===== src/rtl/alu_op.sv =====
// alu_op: ALU control decoder. Combines the main-control class code with the
// R-type function field and registers the 3-bit ALU operation select plus an
// illegal-function flag for the exception logic. One clock of latency.
module alu_op (
  input  logic       clk,
  input  logic       rst,
  input  logic [5:0] func,
  input  logic [1:0] ALUctr,
  output logic [2:0] ALU_op,
  output logic       illegal
);

  // ALU operation encoding shared with the ALU; 3'b101 is never produced.
  localparam logic [2:0] OP_AND = 3'b000;
  localparam logic [2:0] OP_OR  = 3'b001;
  localparam logic [2:0] OP_ADD = 3'b010;
  localparam logic [2:0] OP_XOR = 3'b011;
  localparam logic [2:0] OP_NOR = 3'b100;
  localparam logic [2:0] OP_SUB = 3'b110;
  localparam logic [2:0] OP_SLT = 3'b111;

  // Class codes from the main control unit.
  localparam logic [1:0] CLS_ADD   = 2'b00;
  localparam logic [1:0] CLS_SUB   = 2'b01;
  localparam logic [1:0] CLS_RTYPE = 2'b10;
  localparam logic [1:0] CLS_OR    = 2'b11;

  // R-type function decode; returns {illegal, op}. Unlisted codes fall back to
  // ADD so the datapath stays well defined while the exception is raised.
  function automatic logic [3:0] decode_func(input logic [5:0] f);
    logic [3:0] res;
    case (f)
      6'b100000, 6'b100001: res = {1'b0, OP_ADD};
      6'b100010, 6'b100011: res = {1'b0, OP_SUB};
      6'b100100:            res = {1'b0, OP_AND};
      6'b100101:            res = {1'b0, OP_OR};
      6'b100110:            res = {1'b0, OP_XOR};
      6'b100111:            res = {1'b0, OP_NOR};
      6'b101010, 6'b101011: res = {1'b0, OP_SLT};
      default:              res = {1'b1, OP_ADD};
    endcase
    return res;
  endfunction

  logic [2:0] op_next_s;
  logic       illegal_next_s;
  logic [3:0] rtype_dec_s;

  // Combinational next-value decode from the class code and function field.
  always_comb begin
    op_next_s      = OP_ADD;
    illegal_next_s = 1'b0;
    rtype_dec_s    = decode_func(func);
    case (ALUctr)
      CLS_ADD: begin
        op_next_s      = OP_ADD;
        illegal_next_s = 1'b0;
      end
      CLS_SUB: begin
        op_next_s      = OP_SUB;
        illegal_next_s = 1'b0;
      end
      CLS_OR: begin
        op_next_s      = OP_OR;
        illegal_next_s = 1'b0;
      end
      CLS_RTYPE: begin
        op_next_s      = rtype_dec_s[2:0];
        illegal_next_s = rtype_dec_s[3];
      end
      default: begin
        op_next_s      = OP_ADD;
        illegal_next_s = 1'b0;
      end
    endcase
  end

  // Output register; reset forces ADD with no exception, independent of clk.
  always_ff @(posedge clk or posedge rst) begin
    if (rst) begin
      ALU_op  <= OP_ADD;
      illegal <= 1'b0;
    end else begin
      ALU_op  <= op_next_s;
      illegal <= illegal_next_s;
    end
  end

endmodule


===== config.mk =====
export PLATFORM = sky130hd
export DESIGN_NAME = alu_op
export DESIGN_NICKNAME = d
export VERILOG_FILES = /design/src/rtl/alu_op.sv
export SDC_FILE = /design/constraint.sdc
export NUM_CORES = 1
export LEC_CHECK = 0
export BUFFER_PORTS_ARGS = -buffer_cell sky130_fd_sc_hd__buf_2
export CAP_MARGIN = 20
export CORE_AREA = 2 2 39 41
export CTS_BUF_LIST = sky130_fd_sc_hd__clkbuf_8
export DETAILED_ROUTE_END_ITERATION = 7
export DIE_AREA = 0 0 41 43
export PLACE_DENSITY = 0.4
export RECOVER_POWER = 100
export REMOVE_ABC_BUFFERS = 1
export SLEW_MARGIN = 0
export SYNTH_ARGS = -nofsm -noshare
export SYNTH_HDL_FRONTEND = slang
export SYNTH_SLANG_ARGS = --single-unit

===== constraint.sdc =====
create_clock -name clk -period 0.8 [get_ports clk]
set_input_delay 0.16 -clock clk [delete_from_list [all_inputs] [get_ports clk]]
set_output_delay 0.16 -clock clk [all_outputs]
set_load 0.02 [all_outputs]

==> out/summary.txt <==
Final nets: 55
Maximum Capacitance Violations: 0
Setup crit start kind: flop
N_diodes: 0
Non-filler cells, final: 60
Area of the core: 1384 sq um
Antenna-violating nets left: 0
Num CTS Buffers: 3
Busiest grt layer: met2
CP Depth: 1
CTS clk-pin slew, worst paths: 0.03 ns
Sw Share: 22.17%
Multi-input combinational cell area: 101.3 sq um
Final HPWL DP: 442.3 um
Share of cells above drive strength 1: 45.45%
Inst Count DP: 55
CP delay by family, top: flip-flops
Root buffer cell: clkbuf_8
Die width: 41 um
Clock sinks: 4
Clk pwr share: 54.9%
Clock buffer depth: 2
DR iter-0 viols: 5
Slew headroom: 74.38%
Routability cong.: 0.6970
Register area share after synthesis: 45.00%
Worst path required time: 0.64 ns
Fmax: 1007 MHz
Mapped Cells: 24
Largest net degree at the start of global routing: 6
Switching pwr: 174.3 uW
PnR worst setup slack: -0.1935 ns
Failing checks: negative setup slack
PD cells: 1945 nW/um^2
Met1 usage: 8.065%
Via density per instance: 3.800
Synth Register Bits: 4
Worst Setup EP: ALU_op[1]
CTS tree: done
Ys Warns: 0
Slew Limit Fails: 0
Filler instances: 144
VDD IR max: 0.0004999 V
DIE HEIGHT: 43 um
Design area: 404.1 sq um
Die area: 1763 sq um
CP Launch Point: ALU_op[1]
Unrepaired setup endpoints after global routing: yes
Vias: 228
CP Max Fanout: 1
Syn_area_per_cell: 9.384 sq um
Lkg Pwr: 0.0002120 uW
Logic pwr share: 16.7%
Post-CTS Setup Inserts: 0
Hold Crit Class: in -> reg
Crit Path Class: reg -> out
Antenna violations before repair: 0
Placed inst area: 325.3 sq um
Crit-path cells: buf_6
Min Hold Slack: 0.1359 ns
Most common cell after layout, fill and taps aside: buf_2
First-pass GRT wire length: 800 um
Worst Max-Slew Pin Slew: 0.3746 ns
Number of top-level pins: 14
Final Hold Vio Count: 0
Wire length per cell: 8.750 um
CP bufs+invs: 1
Drc violations: 0
Netlist Area Pre-Place: 225.2 sq um
Syn-to-layout area delta: 79.44%
Hold Crit Start: ALUctr[1]
H-tree depth: 1
Global Route met2 Usage: 9.688%
Flop pwr share: 28.3%
Distinct cells, synth: 15
Vias in the first global route: 224
GRT overflow: 0
Slowest-stage cell, CP: dfstp_2
Worst setup EP type: primary output
# rows: 14
Critical path arrival: 0.83 ns
Reg area: 101.3 sq um
Most frequent cells in the layout: buf_2 (8), inv_1 (7), buf_6 (4)
Tcrit/Tclk final: 124.2%
Grt met3 use: 1.571%
Status: finished with violations
Cell internal pwr: 611.8 uW
Post-layout minimum cycle time: 0.9935 ns
GRT Total Usage: 7.136%
Routed wire length: 525 um
Design Power: 786.1 uW
Initial Util: 16.27%
Final setup viols: 4
Pre-antenna DRT Iters: 2
CP peak stage delay: 0.51 ns
Input/output buffers: 13
[area by class of cell]
| cell class | instances | share of cell area [%] |
|---|---|---|
| Timing Repair Buffer | 16 | 28.17 |
| Sequential cell | 4 | 25.08 |
| Multi-Input combinational cell | 14 | 25.08 |
| Clock buffer | 3 | 10.22 |
| Inverter | 6 | 5.573 |
| Tap cell | 16 | 4.954 |
| Clock inverter | 1 | 0.9288 |
[power groups by stage]
stage                     Clock, uW  Combinational (uW)  Sequential (uW)
after floorplan                   0                40.9              239
after global placement            0                 119              222
after detailed placement          0                 117              222
after CTS                       450                 134              223
after global routing            464                 146              223
final                           432                 132              223
[state kept, by name, summed over array words and instances, names as in the netlist]
register / count
illegal: 1
ALU_op: 3
[kinds of logic (layout without fill, tap and decap cells)]
family                 Yosys count  count (layout)  share of synthesized area [%]
buffers and inverters            6              26                          9.999
AO/OA/AOI/OAI                    7               7                          23.89
flip-flops                       4               4                          45.00
XOR/XNOR                         1               1                          3.890
AND/OR/NAND/NOR                  6               6                          17.22
[synthesized netlist by cell type]
master     number  area (sq um)
inv_1           6         22.52
dfrtp_1         3         75.07
a21oi_1         2         10.01
nand2_1         2         7.510
a2111oi_0       1         8.760
a221oi_2        1         15.01
a31oi_1         1         6.260
dfstp_2         1         26.28
nand2b_4        1         13.76
nand3_1         1         5.000
nor3_1          1         5.000
o21ai_0         1         5.000
o41ai_1         1         8.760
or2b_1          1         7.510
xor2_1          1         8.760
[layer usage]
metal | wire length (um) | up-vias
met5 | 0 | -
met4 | 0 | 0
met3 | 67 | 0
met2 | 230 | 14
met1 | 226 | 92
li1 | - | 122
[timing repair]
action | in CTS | in global routing
endpoints found under the hold margin | 3 | 0
hold buffers | 1 | 0
setup endpoints to repair | 4 | 4
cloned | 0 | 0
resized for setup | 8 | 0
[worst min path at each step]
stage,to,slack (ns),cells after the start
3_5_place_dp,ALU_op[2],0.04,2
3_3_place_gp,ALU_op[0],0.04,2
2_1_floorplan,ALU_op[0],-0.07,1
5_1_grt,ALU_op[1],0.18,2
6_report,ALU_op[1],0.14,2
4_1_cts,ALU_op[1],0.13,2
[stage by stage]
| step | utilization [%] | setup TNS, ns | setup WS [ns] |
|---|---|---|---|
| after floorplan | - | 0 | 0.07962 |
| after global placement | 23.51 | -0.3727 | -0.1967 |
| after detailed placement | 23.51 | -0.3239 | -0.1249 |
| after CTS | 29.29 | -0.4169 | -0.2032 |
| after global routing | 29.20 | -0.4719 | -0.2168 |
| final | 29.20 | -0.3838 | -0.1935 |
Power figures use the tool's default switching activity.
